`config.mk`:
```
export PLATFORM = sky130hd
export DESIGN_NAME = pwm_duty_scheduler_flat
export DESIGN_NICKNAME = d
export VERILOG_FILES = /design/src/rtl/pwm_duty_scheduler_if.sv /design/src/rtl/pwm_duty_scheduler.sv /design/src/flat_wrapper.sv
export SDC_FILE = /design/constraint.sdc
export NUM_CORES = 1
export LEC_CHECK = 0
export CAP_MARGIN = 20
export CORE_AREA = 5 5 78 80
export DETAILED_ROUTE_END_ITERATION = 10
export DIE_AREA = 0 0 83 85
export PLACE_DENSITY = 0.86
export SLEW_MARGIN = 20
export SYNTH_ARGS = -nofsm -noshare
export SYNTH_HDL_FRONTEND = slang
export SYNTH_SLANG_ARGS = --single-unit
```
`constraint.sdc`:
```
create_clock -name clk -period 6.9 [get_ports clk]
set_input_delay 0.69 -clock clk [delete_from_list [all_inputs] [get_ports clk]]
set_output_delay 0.69 -clock clk [all_outputs]
set_load 0.01 [all_outputs]
```
`src/rtl/pwm_duty_scheduler_if.sv`:
```
// Request bus for the duty scheduler: two duty sources with valid/ready handshakes.
interface pwm_duty_scheduler_if #(
    parameter int CTR_W = 12
);
    logic             req0_valid;
    logic [CTR_W-1:0] req0_duty;
    logic             req0_ready;
    logic             req1_valid;
    logic [CTR_W-1:0] req1_duty;
    logic             req1_ready;

    // Requesters drive valid/duty and observe ready.
    modport master (
        output req0_valid, req0_duty, req1_valid, req1_duty,
        input  req0_ready, req1_ready
    );

    // Scheduler observes valid/duty and drives ready.
    modport slave (
        input  req0_valid, req0_duty, req1_valid, req1_duty,
        output req0_ready, req1_ready
    );
endinterface

```
`src/rtl/pwm_duty_scheduler.sv`:
```
// Two-source duty arbiter with frame-synchronous slew limiting and kill override.
// Source 1 has priority; duty_out moves toward target by at most STEP per frame_tick.
module pwm_duty_scheduler #(
    parameter int CTR_W = 12,
    parameter int STEP  = 16
) (
    input  logic                 clk,
    input  logic                 rst_n,
    input  logic                 frame_tick,
    input  logic                 kill,
    pwm_duty_scheduler_if.slave  req,
    output logic [CTR_W-1:0]     duty_out,
    output logic [CTR_W-1:0]     target,
    output logic                 owner,
    output logic                 busy,
    output logic                 done
);
    localparam logic [1:0] IDLE = 2'd0;
    localparam logic [1:0] RAMP = 2'd1;
    localparam logic [1:0] KILL = 2'd2;

    // Step held one bit wider than the duty so sums never wrap.
    localparam logic [CTR_W:0] STEP_W = (CTR_W+1)'(STEP);

    logic [1:0]       state;
    logic             acc0, acc1;
    logic [CTR_W-1:0] next_target;
    logic             next_owner;
    logic             step_en;
    logic [CTR_W:0]   up_sum;
    logic [CTR_W:0]   down_lim;
    logic [CTR_W-1:0] stepped;
    logic [CTR_W-1:0] next_duty;
    logic             apart;

    // Source 1 always wins; source 0 must hold its request while source 1 is valid.
    assign req.req1_ready = !kill;
    assign req.req0_ready = !kill && !req.req1_valid;
    assign acc1 = req.req1_valid && req.req1_ready;
    assign acc0 = req.req0_valid && req.req0_ready;

    // Accepted request becomes the next target and owner.
    always_comb begin
        next_target = target;
        next_owner  = owner;
        if (acc1) begin
            next_target = req.req1_duty;
            next_owner  = 1'b1;
        end else if (acc0) begin
            next_target = req.req0_duty;
            next_owner  = 1'b0;
        end
    end

    // Slew step toward the current (old) target, clamped so it never overshoots.
    always_comb begin
        up_sum   = {1'b0, duty_out} + STEP_W;
        down_lim = {1'b0, target} + STEP_W;
        if (duty_out < target)
            stepped = (up_sum > {1'b0, target}) ? target : up_sum[CTR_W-1:0];
        else
            stepped = (down_lim >= {1'b0, duty_out}) ? target : duty_out - STEP_W[CTR_W-1:0];
    end

    assign step_en   = frame_tick && (state != KILL) && (duty_out != target);
    assign next_duty = step_en ? stepped : duty_out;
    assign apart     = (next_duty != next_target);

    // State, duty and handshake registers; kill dominates everything but reset.
    always_ff @(posedge clk or negedge rst_n) begin
        if (!rst_n) begin
            state    <= IDLE;
            duty_out <= '0;
            target   <= '0;
            owner    <= 1'b0;
            busy     <= 1'b0;
            done     <= 1'b0;
        end else if (kill) begin
            state    <= KILL;
            duty_out <= '0;
            target   <= '0;
            owner    <= 1'b0;
            busy     <= 1'b0;
            done     <= 1'b0;
        end else begin
            duty_out <= next_duty;
            target   <= next_target;
            owner    <= next_owner;
            done     <= step_en && !apart;
            if (state == KILL) begin
                // Leaving kill always passes through IDLE first.
                state <= IDLE;
                busy  <= 1'b0;
            end else begin
                state <= apart ? RAMP : IDLE;
                busy  <= apart;
            end
        end
    end
endmodule
```
`src/flat_wrapper.sv`:
```
// flat-port wrapper written by rule: the top's interface ports become plain ports
module pwm_duty_scheduler_flat 
#(
    parameter int CTR_W = 12,
    parameter int STEP  = 16
)
  (clk, rst_n, frame_tick, kill, duty_out, target, owner, busy, done, req_req0_valid, req_req0_duty, req_req1_valid, req_req1_duty, req_req0_ready, req_req1_ready);
  pwm_duty_scheduler_if #(.CTR_W(CTR_W)) req_i ();
  input  logic clk;
  input  logic rst_n;
  input  logic frame_tick;
  input  logic kill;
  output logic [CTR_W-1:0] duty_out;
  output logic [CTR_W-1:0] target;
  output logic owner;
  output logic busy;
  output logic done;
  input wire logic [$bits(req_i.req0_valid)-1:0] req_req0_valid;
  input wire logic [$bits(req_i.req0_duty)-1:0] req_req0_duty;
  input wire logic [$bits(req_i.req1_valid)-1:0] req_req1_valid;
  input wire logic [$bits(req_i.req1_duty)-1:0] req_req1_duty;
  output wire logic [$bits(req_i.req0_ready)-1:0] req_req0_ready;
  output wire logic [$bits(req_i.req1_ready)-1:0] req_req1_ready;
  assign req_i.req0_valid = req_req0_valid;
  assign req_i.req0_duty = req_req0_duty;
  assign req_i.req1_valid = req_req1_valid;
  assign req_i.req1_duty = req_req1_duty;
  assign req_req0_ready = req_i.req0_ready;
  assign req_req1_ready = req_i.req1_ready;
  pwm_duty_scheduler #(.CTR_W(CTR_W), .STEP(STEP)) u_core (.clk(clk), .rst_n(rst_n), .frame_tick(frame_tick), .kill(kill), .req(req_i), .duty_out(duty_out), .target(target), .owner(owner), .busy(busy), .done(done));
endmodule
```
==> impl_metrics.yaml, run 1 <==
power_and_ir_drop:
  pwr-share-comb_pct: 69.0
  peakVddDrop_uv: 176
  internal_power_uw: 624
  power-per-cell-area_nw_per_um2: 346
  netSwitchingFraction_pct: 48.8
  pwr-share-seq_pct: 20.3
  p_sw_uw: 594
  leakage_uw: 0.00156
  clkPwrFrac_pct: 10.7
synthesis:
  yosysWarnings: 0
  synthArstFlopShare_pct: 100
  synth_fp_nets: 403
  netlist.top_cell.by_area: "dfrtp_1"
  synth_edf_count: 0
  synth-seq-cells: 28
  synth.area.top_cells: "dfrtp_1 (25%), ha_1 (15%), xnor2_1 (5.9%), a21oi_1 (5.3%), nor2_1 (4.0%)"
  ys.flop_type: "dfrtp_1"
  synth_top_area_share_pct: 24.8
  yosys.cell_types.count: 59
  syn_area_sq_um: 2830
  synth.avg_cell_area_sq_um: 8.35
  yosysSeqAreaShare_pct: 24.8
  synth_cells: 339
flow_run:
  drv_cap: 0
worst_setup_path:
  crit_fanout: 11
  crit_path_start_kind: "flop"
  crit_arrival_ps: 4520
  reg2reg_setup_slack_ps: 2600
  cp-end-kind: "flop"
  cp.required_ps: 7120
  crit_type: "flop to flop"
floorplanning:
  ios: 59
  die_area_sq_um: 7060
  num_rows: 27
  start_util_pct: 53.0
  coreArea_sq_um: 5340
  die_w_um: 83
  die_h_um: 85
run_status:
  run_status: "completed"
sta:
  skew_ps: 5.04
  relSlewSlack_pct: 29.6
  finalHoldViolCount: 0
  min_period_over_period_pct: 62.3
  fmax_mhz: 233
  finalSetupTns_ps: 0
  whs_ps: 548
  setup_viol: 0
  worst-slew-pin-transition_ps: 1050
  grt_setup_unrepaired: "false"
  final-max-slew-violation-count: 0
  finalCriticalPeriod_ps: 4300
drt:
  drc_errors: 0
  routed_wl_mm: 8.70
  vias: 2924
  ant_nets: 0
  via_per_inst: 6.34
  wire_per_inst_um: 18.9
  dr.pass1.iters: 5
  drtIter0Drc: 256
grt:
  grt_pass1_wl_mm: 14.0
  grt_overflow: 0
  grt_pass1_vias: 2866
  antenna_found_initial: 0
  grt_max_degree: 44
  track_usage_pct: 24.1
cts:
  postCtsSetupBuffers: 0
  cts_sinks: 28
  numCtsBuffers: 3
  ctsResizeCount: 0
  clk_path_buf_depth: 2
  cts-root-buf: "clkbuf_8"
  cts_hold_buffers: 0
  cts_tree: "built"
  clkLatencyLatePin_ps: 280
  clk_pin_slew_ps: 100
  htreeDepth: 1
layout:
  n_antenna_cell: 0
  fin_area_sq_um: 3520
  final_nets: 454
  drive_gt1_share_pct: 5.91
  post-route-util_pct: 66.0
  synthToLayoutAreaGrowth_pct: 24.5
place:
  placed_area_sq_um: 3450
  routabilityCongestion: 1.01
  numPortBuffers: 58
  dp_hpwl_mm: 6.94
worst_hold_path:
  hold_class: "flop to flop"
==> state kept, by name (all words and copies together), names as in the netlist <==
register,cells
u_core.done,1
u_core.duty_out,12
u_core.owner,1
u_core.state,2
u_core.target,12
==> synth_stat cells (3+ instances only) <==
cell type,number
ha_1,34
a21oi_1,30
nor2_1,30
inv_1,29
dfrtp_1,28
nand2_1,19
nand3_1,19
xnor2_1,19
a22oi_1,14
a21o_1,10
a31oi_1,10
clkbuf_1,9
o21ai_0,7
nor3_1,6
o221ai_1,5
and3_1,4
mux2i_1,4
nand4_1,4
xor2_1,4
a211o_1,3
and4_1,3
inv_2,3
==> path summary, 6_finish.rpt <==
kind | endpoint | cells past startpoint | startpoint
worst max register to register | u_core.done$_DFF_PN0_ | 15 | u_core.duty_out[6]$_DFF_PN0_
worst min-delay path | u_core.owner$_DFFE_PN0P_ | 2 | u_core.owner$_DFFE_PN0P_
worst max-delay path | u_core.done$_DFF_PN0_ | 15 | u_core.duty_out[6]$_DFF_PN0_
min in group asynchronous | u_core.owner$_DFFE_PN0P_ | 2 | rst_n
worst min register to register | u_core.owner$_DFFE_PN0P_ | 2 | u_core.owner$_DFFE_PN0P_
max in group asynchronous | u_core.target[7]$_DFF_PN0_ | 2 | rst_n
==> layout by cell type, fill, tap and decap left out, types with 2 or more instances in the layout <==
master / netlist / final
clkdlybuf4s50_1: 0 / 58
ha_1: 34 / 34
nor2_1: 30 / 30
a21oi_1: 30 / 30
inv_1: 29 / 29
dfrtp_1: 28 / 28
nand3_1: 19 / 19
xnor2_1: 19 / 19
nand2_1: 19 / 19
a22oi_1: 14 / 14
a21o_1: 10 / 10
a31oi_1: 10 / 10
o21ai_0: 7 / 7
nor3_1: 6 / 6
o221ai_1: 5 / 5
and3_1: 4 / 4
xor2_1: 4 / 4
nand4_1: 4 / 4
mux2i_1: 4 / 4
inv_2: 3 / 3
and4_1: 3 / 3
a211o_1: 3 / 3
clkbuf_8: 0 / 3
nor2b_1: 2 / 2
and2_1: 2 / 2
nand2b_1: 2 / 2
o211ai_1: 2 / 2
o221ai_2: 2 / 2
a21boi_0: 2 / 2
buf_4: 0 / 2
==> power by group through the flow <==
stage,Clock [uW],Sequential [uW],Combinational [uW]
global route,138,250,905
floorplan,0,230,613
global placement,0,247,808
CTS,133,243,823
finish,131,248,840
detailed placement,0,247,815
==> kinds of logic (layout without fill, tap and decap cells) <==
| logic type | count (synthesis) | after routing | share of synthesized area [%] |
|---|---|---|---|
| AO/OA/AOI/OAI | 100 | 100 | 25.3 |
| XOR/XNOR | 23 | 23 | 7.12 |
| adder cells (fa/ha/maj) | 34 | 34 | 15.0 |
| buffers and inverters | 46 | 96 | 6.45 |
| flip-flops | 28 | 28 | 24.8 |
| multiplexers | 6 | 6 | 2.43 |
| AND/OR/NAND/NOR | 102 | 102 | 18.9 |
==> layout make-up <==
| type | count | area (sq um) |
|---|---|---|
| multi-input combinational | 265 | 1950 |
| fill | 463 | 1810 |
| sequential | 28 | 701 |
| timing repair buffer | 60 | 596 |
| inverter | 32 | 120 |
| tap | 72 | 90.1 |
| clock buffer | 3 | 41.3 |
| clock inverter | 1 | 30.0 |
==> metrics by stage <==
stage / setup slack (ps) / cells / total power [uW]
floorplan: 3190 / 339 / 843
global placement: 2680 / 457 / 1050
detailed placement: 2700 / 457 / 1060
CTS: 2700 / 461 / 1200
global route: 2390 / 461 / 1290
finish: 2600 / 461 / 1220
==> worst max-delay path, cell delays in order, from the launching register on <==
cell,delay [ps]
dfrtp_1,620
inv_1,190
nor3_1,200
nand3_1,130
nor3_1,210
xnor2_1,150
ha_1,310
nand3_1,130
or3_1,380
o32ai_2,170
nand3_2,280
o221ai_1,360
o21ai_0,160
or4b_1,500
nor3_1,210
and4_1,220
==> routing by layer <==
| metal | global-route usage, % | up-vias | routed length, um | share of wire (%) |
|---|---|---|---|---|
| met3 | 2.33 | 39 | 682 | 7.8 |
| met4 | 9.21 | 0 | 335 | 3.8 |
| met5 | 0 | - | 0 | 0 |
| met2 | 42.1 | 165 | 4170 | 48 |
| met1 | 30.7 | 1386 | 3510 | 40 |
| li1 | - | 1334 | - | - |
No activity file was read; power rests on OpenSTA's default activity.
==> inputs of run 2 (changes only) <==
Settings changed: CORE_AREA 5 5 78 80 to 5 5 80 82, DIE_AREA 0 0 83 85 to 0 0 85 87, PLACE_DENSITY 0.86 to 0.82.
Clock period 6.9 ns to 4.25 ns, I/O delays scaled along.
==> run 2 against run 1 <==
Clock skew up 2.1 ps. Critical path type unchanged. Highest routed layer unchanged. Final cell count up 5.0%. Largest power group unchanged. Fmax up 8.7%. Critical endpoint unchanged. Wire length up 8.1%. Design area up 4.8%. Core utilization down 0.93 points. Total power up 69%. Hold slack worse by 37 ps.
==> impl_metrics.yaml, run 2 (synthesis results as in run 1) <==
drt:
  ant_nets: 0
  routed_wl_mm: 9.40
  vias: 3002
  via_per_inst: 6.20
  drtIter0Drc: 209
  drc_errors: 0
  dr.pass1.iters: 7
  wire_per_inst_um: 19.4
sta:
  worst-slew-pin-transition_ps: 564
  min_period_over_period_pct: 93.0
  grt_setup_unrepaired: "false"
  final-max-slew-violation-count: 0
  whs_ps: 511
  finalCriticalPeriod_ps: 3950
  skew_ps: 7.16
  setup_viol: 0
  relSlewSlack_pct: 62.4
  finalHoldViolCount: 0
  fmax_mhz: 253
  finalSetupTns_ps: 0
worst_setup_path:
  critical_path.endpoint: "u_core.done$_DFF_PN0_"
  reg2reg_depth: 15
  cp-end-kind: "flop"
  reg2reg_setup_slack_ps: 300
  cp_slowest_cell: "or4b_1"
  cp-startpoint: "u_core.duty_out[8]$_DFF_PN0_"
  crit_path_start_kind: "flop"
  cp.buffers_inverters: 1
  path_delay_family: "simple AND/OR/NAND/NOR gates"
  crit_type: "flop to flop"
  r2r_end: "u_core.done$_DFF_PN0_"
  crit_chain: "inv_2 -> nor3_1 -> nand3_1 -> nor3_1 -> xnor2_1 -> ha_1 -> nand3_1 -> or3_1 -> o32ai_2 -> nand3_2 -> o221ai_2 -> o221ai_1 -> or4b_1 -> nor3_2 -> and4_1"
  cp_slowest_stage_delay_ps: 540
  crit_arrival_ps: 4180
  r2r_start: "u_core.duty_out[8]$_DFF_PN0_"
  crit_cells: 15
  cp.required_ps: 4470
  crit_fanout: 9
grt:
  grt_pass1_vias: 3036
  antenna_found_initial: 0
  grt_overflow: 0
  grt_max_degree: 43
  track_usage_pct: 25.2
  grt_pass1_wl_mm: 14.9
power_and_ir_drop:
  leakage_uw: 0.00165
  power-per-cell-area_nw_per_um2: 557
  finalPower_uw: 2060
  peakVddDrop_uv: 308
layout:
  layout_common_cells: "clkdlybuf4s50_1 (58), ha_1 (34), nor2_1 (30), a21oi_1 (30), inv_1 (29)"
  synthToLayoutAreaGrowth_pct: 30.5
  fin_area_sq_um: 3690
  post-route-util_pct: 65.1
  nFillCells: 479
  final_nets: 474
  largest_registers: "u_core.duty_out (12), u_core.target (12), u_core.state (2)"
  n_antenna_cell: 0
  final_common_cell: "clkdlybuf4s50_1"
  drive_gt1_share_pct: 12.0
cts:
  cts_tree: "built"
  numCtsBuffers: 3
  cts_sinks: 28
  clk_path_buf_depth: 2
  clkLatencyLatePin_ps: 280
  cts_hold_buffers: 0
  htreeDepth: 1
  cts-root-buf: "clkbuf_8"
  clk_pin_slew_ps: 100
place:
  numPortBuffers: 58
  routabilityCongestion: 1.07
  dp_hpwl_mm: 7.42
  placed_area_sq_um: 3580
worst_hold_path:
  hold_class: "input port to asynchronous set/reset pin"
floorplanning:
  ios: 59
  die_w_um: 85
  die_area_sq_um: 7400
  die_h_um: 87
  start_util_pct: 49.9
  coreArea_sq_um: 5680
  num_rows: 28
run_status:
  run_status: "completed"
flow_run:
  drv_cap: 0
[run 2: changes by cell type in the layout (fill, tap and decap cells not counted), sizes merged]
cell	delta
buf	+20
[run 2: per-stage QoR]
stage | cells | worst slack, ps
3_3_place_gp | 477 | 113
3_5_place_dp | 477 | 77.6
5_1_grt | 484 | 13.7
6_report | 484 | 296
2_1_floorplan | 339 | 543
4_1_cts | 481 | 40.0
[run 2: worst min-delay path by stage]
| stage | end | cells after the start | startpoint | slack, ps |
|---|---|---|---|---|
| 5_1_grt | u_core.target[2]$_DFF_PN0_ | 2 | rst_n | 560 |
| 6_report | u_core.target[2]$_DFF_PN0_ | 2 | rst_n | 510 |
| 3_3_place_gp | u_core.owner$_DFFE_PN0P_ | 2 | u_core.owner$_DFFE_PN0P_ | 510 |
| 3_5_place_dp | u_core.owner$_DFFE_PN0P_ | 2 | u_core.owner$_DFFE_PN0P_ | 550 |
| 2_1_floorplan | u_core.done$_DFF_PN0_ | 0 | rst_n | 130 |
| 4_1_cts | u_core.target[2]$_DFF_PN0_ | 2 | rst_n | 530 |
[run 2: layer usage]
| layer | vias to the layer above | track usage [%] | wire (um) |
|---|---|---|---|
| li1 | 1381 | - | - |
| met1 | 1394 | 30.9 | 3740 |
| met2 | 179 | 43.0 | 4410 |
| met3 | 48 | 2.37 | 749 |
| met4 | 0 | 14.7 | 512 |
| met5 | - | 0 | 0 |
[run 2: layout make-up]
class,count,area (sq um),share of cell area [%]
tap,75,93.8,2.54
inverter,32,120,3.25
sequential,28,706,19.1
clock buffer,3,41.3,1.12
clock inverter,1,30.0,0.813
timing repair buffer,80,746,20.2
multi-input combinational,265,1960,53.0
[run 2: where the power goes]
group / switching, uW / internal (uW) / total (uW)
Clock: 85.7 / 126 / 212
Sequential: 68.8 / 306 / 374
Combinational: 830 / 640 / 1470
Total: 985 / 1070 / 2060
[run 2: repair_timing]
action | in CTS | in global routing
setup buffers | 0 | 3
setup endpoints to repair | 0 | 2
resized for setup | 0 | 6
[run 2: worst register-to-register path: cells and delay by family (launching register included)]
kind / cells / cell delay, ps
simple gates: 9 / 2260
compound gates: 3 / 620
flops: 1 / 480
fa+ha+maj: 1 / 320
xor+xnor: 1 / 140
buf+inv: 1 / 100
==> inputs of run 3 (changes only) <==
Settings changed: SLEW_MARGIN 20 to 10.
==> results of run 3 <==
The final DEF is identical to that of run 2; final timing and power are the same.
